===== src/rtl/mdc_input_commutator.sv =====
// -----------------------------------------------------------------------------
// mdc_input_commutator
//
// Front-end feeder of the N-point MDC FFT pipeline. It accepts one serial
// complex sample stream in natural order and presents it to the first radix-2
// butterfly as a dual-path stream: pairs (x[k], x[k+N/2]) on Up/Low for
// k = 0..N/2-1.
//
// The first half of each frame is parked in an N/2-deep buffer (FILL). Each
// second-half sample is then paired with its buffered partner and both are
// registered onto the outputs one clock later (PAIR). Samples pass bit-exact.
//
// Parameters
//   WIDTH  bit width of each real/imag component (signed two's complement)
//   N      frame length in samples (power of two, >= 4)
//   CNT_W  log2(N), width of the in-frame sample counter
//
// Ports
//   clk         rising-edge clock
//   rst         asynchronous, active-high reset
//   in_valid    input sample valid this cycle
//   in_sop      start of frame, qualified by in_valid (sample index 0)
//   in_re/im    input sample real/imag part
//   out_valid   Up/Low pair valid this cycle (one cycle per pair)
//   Up_out_*    x[k]       (held while out_valid = 0)
//   Low_out_*   x[k+N/2]   (held while out_valid = 0)
//   out_idx     pair index k
//   out_last    high with out_valid on pair k = N/2-1
//   frame_err   one-cycle pulse: in_sop arrived with the frame incomplete
// -----------------------------------------------------------------------------
module mdc_input_commutator #(
  parameter int WIDTH = 9,
  parameter int N     = 32,
  parameter int CNT_W = 5
) (
  input  logic               clk,
  input  logic               rst,
  input  logic               in_valid,
  input  logic               in_sop,
  input  logic [WIDTH-1:0]   in_re,
  input  logic [WIDTH-1:0]   in_im,
  output logic               out_valid,
  output logic [WIDTH-1:0]   Up_out_re,
  output logic [WIDTH-1:0]   Up_out_im,
  output logic [WIDTH-1:0]   Low_out_re,
  output logic [WIDTH-1:0]   Low_out_im,
  output logic [CNT_W-2:0]   out_idx,
  output logic               out_last,
  output logic               frame_err
);

  localparam int HALF = N / 2;
  localparam logic [CNT_W-1:0] LAST_FILL = CNT_W'(HALF - 1);
  localparam logic [CNT_W-1:0] LAST_PAIR = CNT_W'(N - 1);

  typedef enum logic {
    FILL = 1'b0,
    PAIR = 1'b1
  } state_t;

  state_t           state, state_next;
  logic [CNT_W-1:0] cnt, cnt_next;

  // Control decoded from the current position and the accepted sample.
  logic             wr_en;
  logic             pair_fire;
  logic             restart;
  logic [CNT_W-2:0] wr_addr;
  logic [CNT_W-2:0] rd_addr;

  // First-half sample storage.
  logic [WIDTH-1:0] mem_re [HALF];
  logic [WIDTH-1:0] mem_im [HALF];

  // ---------------------------------------------------------------------------
  // Frame position register
  // ---------------------------------------------------------------------------
  // NOTE: sequential state is updated with non-blocking assignments so every
  // register samples the pre-edge values regardless of process ordering.
  always_ff @(posedge clk or posedge rst) begin
    if (rst) begin
      state <= FILL;
      cnt   <= '0;
    end else begin
      state <= state_next;
      cnt   <= cnt_next;
    end
  end

  // ---------------------------------------------------------------------------
  // Next-state and control decode
  // ---------------------------------------------------------------------------
  // NOTE: every signal driven here gets a default first; a path that skipped
  // one would otherwise infer a latch.
  always_comb begin
    state_next = state;
    cnt_next   = cnt;
    wr_en      = 1'b0;
    pair_fire  = 1'b0;
    restart    = 1'b0;

    if (in_valid) begin
      if (in_sop && (cnt != '0)) begin
        // Early start of frame: drop the partial frame and take this sample
        // as index 0 of a fresh one.
        restart    = 1'b1;
        wr_en      = 1'b1;
        cnt_next   = CNT_W'(1);
        state_next = FILL;
      end else begin
        unique case (state)
          FILL: begin
            wr_en    = 1'b1;
            cnt_next = cnt + CNT_W'(1);
            if (cnt == LAST_FILL) state_next = PAIR;
          end
          PAIR: begin
            pair_fire = 1'b1;
            cnt_next  = cnt + CNT_W'(1);  // wraps to 0 after N-1
            if (cnt == LAST_PAIR) state_next = FILL;
          end
          default: state_next = FILL;
        endcase
      end
    end
  end

  // In FILL the low bits of cnt are the write slot; in PAIR (cnt >= N/2) the
  // same low bits equal cnt - N/2, the slot of the partner sample. A restart
  // always writes slot 0.
  assign wr_addr = restart ? '0 : cnt[CNT_W-2:0];
  assign rd_addr = cnt[CNT_W-2:0];

  // ---------------------------------------------------------------------------
  // Delay buffer. Written only in FILL, read only in PAIR, so there is never a
  // same-cycle read/write to resolve.
  // ---------------------------------------------------------------------------
  // NOTE: the buffer has no reset; its contents are always rewritten before
  // they are read, and leaving it unreset lets it map onto plain RAM.
  always_ff @(posedge clk) begin
    if (wr_en) begin
      mem_re[wr_addr] <= in_re;
      mem_im[wr_addr] <= in_im;
    end
  end

  // ---------------------------------------------------------------------------
  // Registered outputs: strobes pulse for one cycle per event, data and index
  // only load on a pair and hold otherwise.
  // ---------------------------------------------------------------------------
  always_ff @(posedge clk or posedge rst) begin
    if (rst) begin
      out_valid  <= 1'b0;
      out_last   <= 1'b0;
      frame_err  <= 1'b0;
      Up_out_re  <= '0;
      Up_out_im  <= '0;
      Low_out_re <= '0;
      Low_out_im <= '0;
      out_idx    <= '0;
    end else begin
      out_valid <= pair_fire;
      out_last  <= pair_fire && (cnt == LAST_PAIR);
      frame_err <= restart;
      if (pair_fire) begin
        Up_out_re  <= mem_re[rd_addr];
        Up_out_im  <= mem_im[rd_addr];
        Low_out_re <= in_re;
        Low_out_im <= in_im;
        out_idx    <= rd_addr;
      end
    end
  end

endmodule


===== config.mk =====
export PLATFORM = sky130hd
export DESIGN_NAME = mdc_input_commutator
export DESIGN_NICKNAME = d
export VERILOG_FILES = /design/src/rtl/mdc_input_commutator.sv
export SDC_FILE = /design/constraint.sdc
export NUM_CORES = 1
export LEC_CHECK = 0
export ABC_AREA = 0
export BUFFER_PORTS_ARGS = -buffer_cell sky130_fd_sc_hd__buf_2
export CAP_MARGIN = 20
export CORE_ASPECT_RATIO = 1.2
export CORE_MARGIN = 8
export CORE_UTILIZATION = 57
export DETAILED_ROUTE_END_ITERATION = 10
export PLACE_DENSITY = 0.75
export SLEW_MARGIN = 10
export SYNTH_ARGS = -nofsm -noshare
export SYNTH_HDL_FRONTEND = slang
export SYNTH_SLANG_ARGS = --single-unit

===== constraint.sdc =====
create_clock -name clk -period 5.3 [get_ports clk]
set_input_delay 1.06 -clock clk [delete_from_list [all_inputs] [get_ports clk]]
set_output_delay 1.06 -clock clk [all_outputs]
set_load 0.02 [all_outputs]

==> impl_metrics.csv, run 1 <==
group,metric,value,unit
setup_path,crit_type,"flip-flop to flip-flop",
finish,regArea,0.009879,mm²
timing,setup_viol,0,
finish,final_cells,1049,
cts,ctsResizeCount,0,
logic_synthesis,ys_types,38,
finish,drive_gt1_share,27.92,%
logic_synthesis,synthTopCellsByCount,"288 x edfxtp_1, 93 x nand2_1, 58 x mux4_2, 49 x dfrtp_1, 42 x mux2i_1",
placement,io_buffers,64,
power,peakVddDrop,345.7,µV
logic_synthesis,synthesis.area,0.01299,mm²
cts,cts_tree,"yes",
finish,nets,770,
logic_synthesis,async_flop_share,14.54,%
logic_synthesis,synth-seq-cells,337,
cts,postCtsSetupBuffers,0,
timing,setup_tns,0,ns
die,io_pins,65,
setup_path,required,5.69,ns
timing,fin_ws,1.404,ns
cts,cts_buffer_depth,3,
logic_synthesis,synth_cells,665,
logic_synthesis,ys.flop_type,"edfxtp_1",
die,rows,60,
cts,cts_root_buffer,"clkbuf_16",
timing,worst_pin_slew,1.071,ns
timing,rsz0062_at_grt,"false",
die,coreArea,0.02245,mm²
grt,grt-ovfl-total,0,
setup_path,cp-end-kind,"flip-flop",
setup_path,crit_arrival,4.28,ns
route,viasPerCell,6.359,
route,vias,6671,
die,start_util,57.88,%
logic_synthesis,synth_top_area_share,66.56,%
logic_synthesis,seq_area_frac_synth,76.00,%
logic_synthesis,ys_top_cells_by_area,"edfxtp_1 67%, mux4_2 10%, dfrtp_1 9.4%, mux2i_1 3.2%, nand2_1 2.7%",
timing,min_period,3.896,ns
placement,dp.cells,990,
route,remaining_drc_errors,0,
logic_synthesis,syn_nets,690,
run_status,outcome,"finished, final reports clean",
die,die_h,181.4,µm
timing,whs,0.4740,ns
cts,clock-sinks,337,
placement,hpwlAfterDp,16.50,mm
route,drt-initial-drc-count,524,
finish,syn2layout_area_growth,13.14,%
finish,fill_cells,1397,
logic_synthesis,syn-mean-instance-area,19.54,µm²
job,cap_violations,0,
worst_hold_path,hp-start,"Low_out_im[6]",
cts,path_clk_slew,0.06,ns
placement,gp_congestion,0.8515,
finish,multi_input_area,0.002960,mm²
timing,max-slew-margin-rel,28.54,%
worst_hold_path,min_path_type,"flip-flop to flip-flop",
cts,numCtsBuffers,31,
timing,fmax,256.7,MHz
finish,diodes,0,
cts,htreeDepth,1,
power,p_leak,5.299,nW
logic_synthesis,yosysWarnings,0,
cts,clkLatencyLatePin,0.56,ns
grt,grt_pass1_vias,7063,
setup_path,start_kind,"flip-flop",
power,p_per_area,478.4,mW/mm²
route,first_pass_iters,6,
die,die-area,0.02790,mm²
placement,place_ws,1.450,ns
setup_path,crit_start,"cnt[0]",
grt,grtUsageTotal,20.16,%
route,wire_per_inst,26.70,µm
grt,grt_max_degree,50,
logic_synthesis,synth.most_common_cell,"edfxtp_1",
route,finalWirelength,28.01,mm
setup_path,path_max_fanout,39,
grt,grt_first_pass_wirelength,42.48,mm
die,die_x,153.8,µm
timing,clock_skew,0.01417,ns
logic_synthesis,synth_edf_count,288,
timing,fin_crit_sh,73.51,%
cts,cts_hold_buf,0,
setup_path,rr_startpoint,"cnt[0]",
route,ant_nets,0,
timing,report.final.slew_viol_count,0,
timing,finalHoldViolations,0,
grt,antenna_found_initial,0,
power,fin_total_pwr,0.007032,W
logic_synthesis,yosysTopAreaCell,"edfxtp_1",
cell type report:
| type | count | share of cell area, % |
|---|---|---|
| Inverter | 6 | 0.1532 |
| Clock buffer | 35 | 5.448 |
| Clock inverter | 23 | 1.285 |
| Sequential cell | 337 | 67.21 |
| Multi-Input combinational cell | 284 | 20.14 |
| Tap cell | 279 | 2.375 |
| Timing Repair Buffer | 85 | 3.388 |
worst paths after layout:
| kind | slack [ns] | to | cells after the start |
|---|---|---|---|
| min reg2reg | 0.47 | Low_out_im[6] | 2 |
| max | 1.40 | Up_out_im[0] | 8 |
| min in group asynchronous | 0.70 | Low_out_re[5] | 3 |
| max reg2reg | 1.40 | Up_out_im[0] | 8 |
| max in group asynchronous | 4.03 | cnt[2] | 3 |
| min | 0.47 | Low_out_im[6] | 2 |
layer usage:
layer  vias to the layer above  part of all wire [%]  track usage (%)
li1                       2823                     -                -
met1                      3507                    39            25.31
met2                       290                    52            35.15
met3                        51                   5.9            3.017
met4                         0                   3.1            7.420
met5                         -                     0                0
logic make-up (layout without fill, tap and decap cells):
group | after synthesis | after routing | synth area share [%]
and+or+nand+nor | 129 | 129 | 4.420
AOI/OAI and AO/OA | 43 | 43 | 2.446
DFF | 337 | 337 | 76.00
buffers and inverters | 44 | 149 | 1.849
adders and majority gates | 3 | 3 | 0.2889
muxes | 109 | 109 | 14.99
metrics by stage:
stage / utilization, % / cell area, µm²
3_5_place_dp: 60.95 / 13680
5_1_grt: 65.48 / 14700
6_report: 65.48 / 14700
3_3_place_gp: 60.95 / 13680
4_1_cts: 65.36 / 14670
2_1_floorplan: - / 12990
cells in the final DEF (no fill, tap or decap), types with 4 or more instances in the layout:
cell type	synthesis	layout
a21o_1	4	4
buf_2	20	64
buf_4	5	20
clkbuf_16	0	31
clkinv_1	0	9
clkinv_2	0	8
dfrtp_1	49	47
edfxtp_1	288	288
mux2i_1	42	42
mux4_1	8	8
mux4_2	58	58
nand2_1	93	93
nor2_1	10	4
nor2_2	0	6
nor4_2	0	8
o21ai_0	8	8
o221ai_1	18	18
where the power goes:
| part | switching [W] | internal, W | total, W |
|---|---|---|---|
| logic | 0.000805 | 0.000703 | 0.00151 |
| clock network | 0.000940 | 0.00123 | 0.00217 |
| registers | 0.000234 | 0.00312 | 0.00335 |
worst max-delay path, cell delays in order, from the launching register on:
cell,delay [ns]
dfrtp_1,1.03
inv_1,0.26
ha_1,0.30
nor4b_4,0.16
o21ai_4,0.15
buf_4,0.43
inv_2,0.41
nand2_1,0.72
o221ai_1,0.24
sequential cells by signal, summed over array words and instances (netlist names):
signal,flops
out_idx,4
Up_out_re,9
Low_out_re,9
mem_im,144
out_last,1
Low_out_im,9
cnt,5
frame_err,1
mem_re,144
Up_out_im,9
out_valid,1
state,1
Note: power is estimated with default switching activity, not from simulation.
==> run 2: changes to the inputs <==
ABC_AREA = 1   (was 0)
clock period = 3.76 ns   (was 5.3 ns; I/O delays follow)
==> run 2 against run 1 <==
- via count grew 41%
- design area grew 6.6%
- critical endpoint is now mem_re[10][4]
- highest routed layer unchanged
- fmax grew 38%
- die area grew 6.6%
- largest power group unchanged
- flip-flop and latch count is the same
- worst hold slack lost 0.25 ns
- wire length grew 21%
- global-route usage grew 2.6 points
- largest cell class unchanged
- sequential power grew 39%
==> impl_metrics.csv, run 2 <==
group,metric,value,unit
run_status,outcome,"finished, final reports clean",
cts,htreeDepth,1,
timing,finalHoldViolations,0,
timing,report.final.slew_viol_count,0,
finish,nets,1402,
cts,clkLatencyLatePin,0.55,ns
die,die_h,187.3,µm
timing,clock_skew,0.01743,ns
route,vias,9393,
cts,postCtsSetupBuffers,0,
logic_synthesis,synth.most_common_cell,"nand2_1",
finish,layout_commonest_cell,"nand2_1",
setup_path,crit_type,"flip-flop to flip-flop",
job,cap_violations,0,
logic_synthesis,ys_top_cells_by_area,"edfxtp_1 62%, nand2_1 13%, dfrtp_1 8.8%, nand3_1 6.2%, inv_1 3.6%",
logic_synthesis,synthesis.area,0.01394,mm²
logic_synthesis,syn_nets,1333,
setup_path,path_max_fanout,21,
power,peakVddDrop,427.4,µV
route,remaining_drc_errors,0,
power,switchingPower,0.003509,W
timing,fin_crit_sh,75.25,%
timing,fin_ws,0.9306,ns
route,viasPerCell,5.461,
placement,hpwlAfterDp,20.27,mm
setup_path,required,4.01,ns
cts,cts_root_buffer,"clkbuf_16",
route,first_pass_iters,7,
route,finalWirelength,33.78,mm
finish,drive_gt1_share,12.50,%
cts,numCtsBuffers,31,
power,p_per_area,662.6,mW/mm²
die,die_x,158.8,µm
die,rows,62,
grt,grt-ovfl-total,0,
logic_synthesis,synth_edf_count,288,
route,ant_nets,0,
grt,grt_first_pass_wirelength,53.56,mm
worst_hold_path,min_path_type,"primary input to asynchronous set/reset pin",
setup_path,start_kind,"flip-flop",
cts,ctsResizeCount,0,
logic_synthesis,synth_top_area_share,62.02,%
route,drt-initial-drc-count,906,
finish,fill_cells,1759,
timing,fmax,353.4,MHz
power,p_seq_share,44.8,%
setup_path,cp-end-kind,"flip-flop",
logic_synthesis,synth_cells,1308,
logic_synthesis,ys_types,26,
logic_synthesis,ys.flop_type,"edfxtp_1",
placement,place_ws,0.9995,ns
die,die-area,0.02974,mm²
timing,setup_viol,0,
grt,grt_max_degree,92,
cts,cts_buffer_depth,3,
finish,diodes,0,
die,io_pins,65,
timing,rsz0062_at_grt,"false",
die,start_util,58.17,%
logic_synthesis,synthTopCellsByCount,"496 x nand2_1, 288 x edfxtp_1, 173 x nand3_1, 135 x inv_1, 49 x dfrtp_1",
finish,syn2layout_area_growth,12.41,%
cts,clock-sinks,337,
grt,grt_pass1_vias,9471,
grt,antenna_found_initial,0,
cts,path_clk_slew,0.07,ns
logic_synthesis,seq_area_frac_synth,70.82,%
logic_synthesis,synth-seq-cells,337,
cts,cts_hold_buf,0,
power,pwr-share-comb,26.8,%
finish,final_cell_mix,"496 x nand2_1, 288 x edfxtp_1, 173 x nand3_1, 134 x inv_1, 64 x buf_2",
placement,io_buffers,64,
placement,gp_congestion,0.8376,
setup_path,crit_arrival,3.08,ns
die,coreArea,0.02397,mm²
timing,max-slew-margin-rel,35.02,%
route,wire_per_inst,19.64,µm
logic_synthesis,yosysTopAreaCell,"edfxtp_1",
grt,grtUsageTotal,22.77,%
logic_synthesis,async_flop_share,14.54,%
logic_synthesis,syn-mean-instance-area,10.66,µm²
timing,min_period,2.829,ns
cts,cts_tree,"yes",
finish,reg_top3,"mem_im: 144 flops, mem_re: 144 flops",
logic_synthesis,yosysWarnings,0,
power,swShare,33.79,%
timing,setup_tns,0,ns
power,power_frac_clock,28.3,%
timing,worst_pin_slew,0.9748,ns
power,p_leak,6.770,nW
power,internal_power,0.006877,W
==> run 2: cell types whose count changed in the layout (fill, tap and decap cells not counted), moves of 26 or more <==
cell / change
inv_1: +131
mux2i_1: -42
nand2_1: +403
mux4_2: -58
nor2_1: +26
nand3_1: +170
==> run 2: worst max-delay path, cell delays in order (launching register included) <==
cell,delay (ns)
dfrtp_2,0.62
inv_2,0.08
ha_1,0.21
nand3_2,0.11
nand2_2,0.11
a21oi_1,0.30
nand4_1,0.33
nor2_2,0.52
buf_12,0.23
==> run 2: path summary, 6_finish.rpt <==
kind	endpoint	start	cells after the start	slack, ns
min in group clk	Low_out_re[3]	Low_out_re[3]	2	0.48
setup / recovery	mem_re[10][4]	cnt[1]	8	0.93
hold reg to reg	Low_out_re[3]	Low_out_re[3]	2	0.48
hold / removal	Low_out_re[0]	rst	2	0.22
max in group asynchronous	Up_out_re[4]	rst	3	2.67
setup reg to reg	mem_re[10][4]	cnt[1]	8	0.93
==> run 2: power by group through the flow <==
stage | Clock [W] | Sequential [W] | Combinational, W
3_5_place_dp | 0 | 0.00472 | 0.00279
3_3_place_gp | 0 | 0.00472 | 0.00274
5_1_grt | 0.00310 | 0.00469 | 0.00310
6_report | 0.00294 | 0.00466 | 0.00279
2_1_floorplan | 0 | 0.00485 | 0.00168
4_1_cts | 0.00296 | 0.00465 | 0.00281
==> run 2: logic make-up after synthesis <==
| group | after synthesis | synth area share (%) |
|---|---|---|
| AO/OA/AOI/OAI | 37 | 1.490 |
| XOR/XNOR | 2 | 0.1257 |
| adder cells (fa/ha/maj) | 3 | 0.2692 |
| buffers and inverters | 206 | 6.093 |
| flip-flops | 337 | 70.82 |
| AND/OR/NAND/NOR | 723 | 21.20 |
==> run 2: final cells by class <==
cell class | count | area (µm²) | area share, %
Sequential cell | 337 | 9879 | 63.03
Multi-Input combinational cell | 765 | 3259 | 20.80
Clock buffer | 43 | 850.8 | 5.428
Timing Repair Buffer | 101 | 660.6 | 4.215
Inverter | 141 | 531.8 | 3.393
Tap cell | 320 | 400.4 | 2.554
Clock inverter | 13 | 91.34 | 0.5827
==> run 2: metal layers <==
layer	vias to the layer above	track usage, %	wire length [µm]
li1	4407	-	-
met1	4465	28.95	12970
met2	461	40.04	17230
met3	60	2.664	2773
met4	0	7.190	815
met5	-	0	0
==> run 2: per-stage QoR <==
step                      cell area (µm²)  power [W]  std cells  hold slack [ns]  utilization (%)
final                               15670    0.01039       1720           0.2212            65.39
after global routing                15670    0.01089       1720           0.2703            65.39
after detailed placement            14730   0.007513       1664           0.4612            61.46
after CTS                           15670    0.01042       1720           0.2434            65.39
after floorplan                     13940   0.006534       1308           0.4769                -
after global placement              14730   0.007463       1664           0.4589            61.46
==> run 3: changes to the inputs <==
CORE_UTILIZATION = 55   (was 57)
clock period = 2.4 ns   (was 3.76 ns; I/O delays follow)
==> run 3 against run 2 <==
- clock-buffer cell count fell by 8
- via count fell by 0.40%
- power rose by 66%
- global-route usage fell by 1.3 points
- final cell count rose by 1.1%
- register-to-register slack got worse by 0.85 ns
- sequential power rose by 55%
- critical path depth fell by 2
- sequential share of layout area fell by 1.8 points
- fmax rose by 22%
- worst hold slack got worse by 0.22 ns
- die area rose by 3.3%
- largest cell class unchanged
==> impl_metrics.csv, run 3 (same netlist as run 2, synthesis figures left out) <==
group,metric,value,unit
grt,antenna_found_initial,0,
finish,layout_commonest_cell,"nand2_1",
timing,min_period,2.317,ns
setup_path,crit_arrival,2.57,ns
die,io_pins,65,
grt,grt-ovfl-total,0,
power,internal_power,0.01163,W
die,die-area,0.03072,mm²
job,cap_violations,0,
route,remaining_drc_errors,0,
timing,max-slew-margin-rel,37.90,%
finish,diodes,0,
power,pwr-share-comb,26.7,%
setup_path,cpMostUsedCell,"buf_4",
setup_path,path_cells,"inv_2, buf_4, nand3_1, buf_4, nor2_4, buf_4",
cts,cts_tree,"yes",
cts,clkLatencyLatePin,0.55,ns
timing,finalHoldViolations,0,
cts,path_clk_slew,0.07,ns
route,wire_per_inst,18.89,µm
timing,rsz0062_at_grt,"false",
timing,setup_viol,0,
cts,numCtsBuffers,30,
power,peakVddDrop,733.1,µV
die,start_util,55.28,%
run_status,outcome,"finished, final reports clean",
placement,hpwlAfterDp,19.30,mm
setup_path,rr_endpoint,"mem_re[9][1]",
power,switchingPower,0.005590,W
finish,reg_top3,"mem_im: 144 flops, mem_re: 144 flops",
route,finalWirelength,32.84,mm
timing,worst_pin_slew,0.9315,ns
power,p_seq_share,41.9,%
die,rows,64,
power,p_leak,6.922,nW
timing,fmax,431.5,MHz
setup_path,crit_type,"flip-flop to flip-flop",
timing,fin_crit_sh,96.55,%
placement,io_buffers,64,
finish,regArea,0.009879,mm²
timing,fin_ws,0.08274,ns
worst_hold_path,min_path_type,"primary input to asynchronous set/reset pin",
timing,report.final.slew_viol_count,0,
setup_path,start_kind,"flip-flop",
setup_path,required,2.65,ns
power,p_per_area,1067,mW/mm²
setup_path,rr_startpoint,"cnt[1]",
cts,clock-sinks,337,
grt,grt_first_pass_wirelength,50.80,mm
setup_path,worst_path_largest_cell_delay,0.72,ns
route,first_pass_iters,7,
finish,fill_cells,1931,
route,viasPerCell,5.380,
cts,cts_buffer_depth,3,
placement,place_ws,0.06535,ns
grt,grt_max_degree,153,
die,die_x,161.4,µm
grt,grtUsageTotal,21.44,%
setup_path,cp_slowest_cell,"buf_4",
power,swShare,32.46,%
setup_path,r2r_cells,6,
placement,gp_congestion,0.8193,
route,drt-initial-drc-count,710,
setup_path,path_max_fanout,73,
grt,grt_pass1_vias,9134,
cts,cts_root_buffer,"clkbuf_16",
timing,clock_skew,0.008278,ns
die,coreArea,0.02522,mm²
route,vias,9355,
finish,final_cell_mix,"496 x nand2_1, 288 x edfxtp_1, 172 x nand3_1, 134 x inv_1, 64 x buf_2",
power,power_frac_clock,31.4,%
cts,htreeDepth,1,
route,ant_nets,0,
cts,ctsResizeCount,0,
finish,drive_gt1_share,14.05,%
finish,nets,1410,
timing,setup_tns,0,ns
die,die_h,190.4,µm
finish,syn2layout_area_growth,15.77,%
setup_path,cp-end-kind,"flip-flop",
setup_path,r2r_slack,0.08,ns
finish,multi_input_area,0.003381,mm²
-- run 3: cell count changes in the layout (fill, tap and decap cells not counted), sizes merged --
cell	previous run	this run
buf	101	110
bufinv	1	8
clkbuf	43	35
clkinv	11	5
clkinvlp	1	7
inv	141	142
-- run 3: critical path: cells and delay by family, from the launching register on --
family / cells / cell delay, ns
buffers and inverters: 4 / 1.26
flip-flops: 1 / 0.43
AND/OR/NAND/NOR: 2 / 0.29
-- run 3: metal layers --
layer	global-route usage (%)	wire length [µm]	vias to the layer above
met1	27.06	12950	4501
li1	-	-	4431
met2	37.46	16730	353
met3	2.527	2150	70
met4	8.131	1011	0
met5	0	0	-
-- run 3: layout make-up --
| class | instances | area share, % |
|---|---|---|
| Clock buffer | 35 | 5.085 |
| Multi-Input combinational cell | 765 | 20.94 |
| Sequential cell | 337 | 61.20 |
| Tap cell | 330 | 2.558 |
| Clock inverter | 21 | 2.015 |
| Inverter | 141 | 3.294 |
| Timing Repair Buffer | 110 | 4.899 |
-- run 3: worst max-delay path by stage --
stage	start	endpoint	slack, ns	cells after the start
2_1_floorplan	cnt[0]	mem_im[10][0]	0.003	10
3_3_place_gp	cnt[0]	mem_re[0][8]	0.13	7
3_5_place_dp	cnt[0]	mem_re[0][1]	0.07	7
4_1_cts	cnt[0]	mem_im[0][6]	0.05	7
5_1_grt	cnt[1]	mem_re[5][1]	0.004	6
6_report	cnt[1]	mem_re[9][1]	0.08	6
-- run 3: repair_timing --
item | 4_1_cts | 5_1_grt
setup endpoints to repair | 0 | 36
hold endpoints to repair | 0 | 0
hold buffers | 0 | 0
setup buffers | 0 | 2
-- run 3: power by group through the flow --
stage               combinational (W)  sequential (W)  clock (W)
finish                        0.00459         0.00722    0.00541
global route                  0.00507         0.00726    0.00567
CTS                           0.00458         0.00722    0.00546
detailed placement            0.00454         0.00733          0
global placement              0.00446         0.00732          0
floorplan                     0.00280         0.00759          0
-- run 3: stage by stage --
| stage | power, W | hold WS (ns) | util [%] | area (µm²) | cells |
|---|---|---|---|---|---|
| floorplan | 0.01039 | 0.4761 | - | 14130 | 1308 |
| global placement | 0.01178 | 0.4599 | 59.29 | 14960 | 1681 |
| detailed placement | 0.01187 | 0.4601 | 59.29 | 14960 | 1681 |
| CTS | 0.01726 | 0.001271 | 63.83 | 16100 | 1737 |
| global route | 0.01801 | 0.03660 | 63.99 | 16140 | 1739 |
| finish | 0.01722 | 0.004257 | 63.99 | 16140 | 1739 |
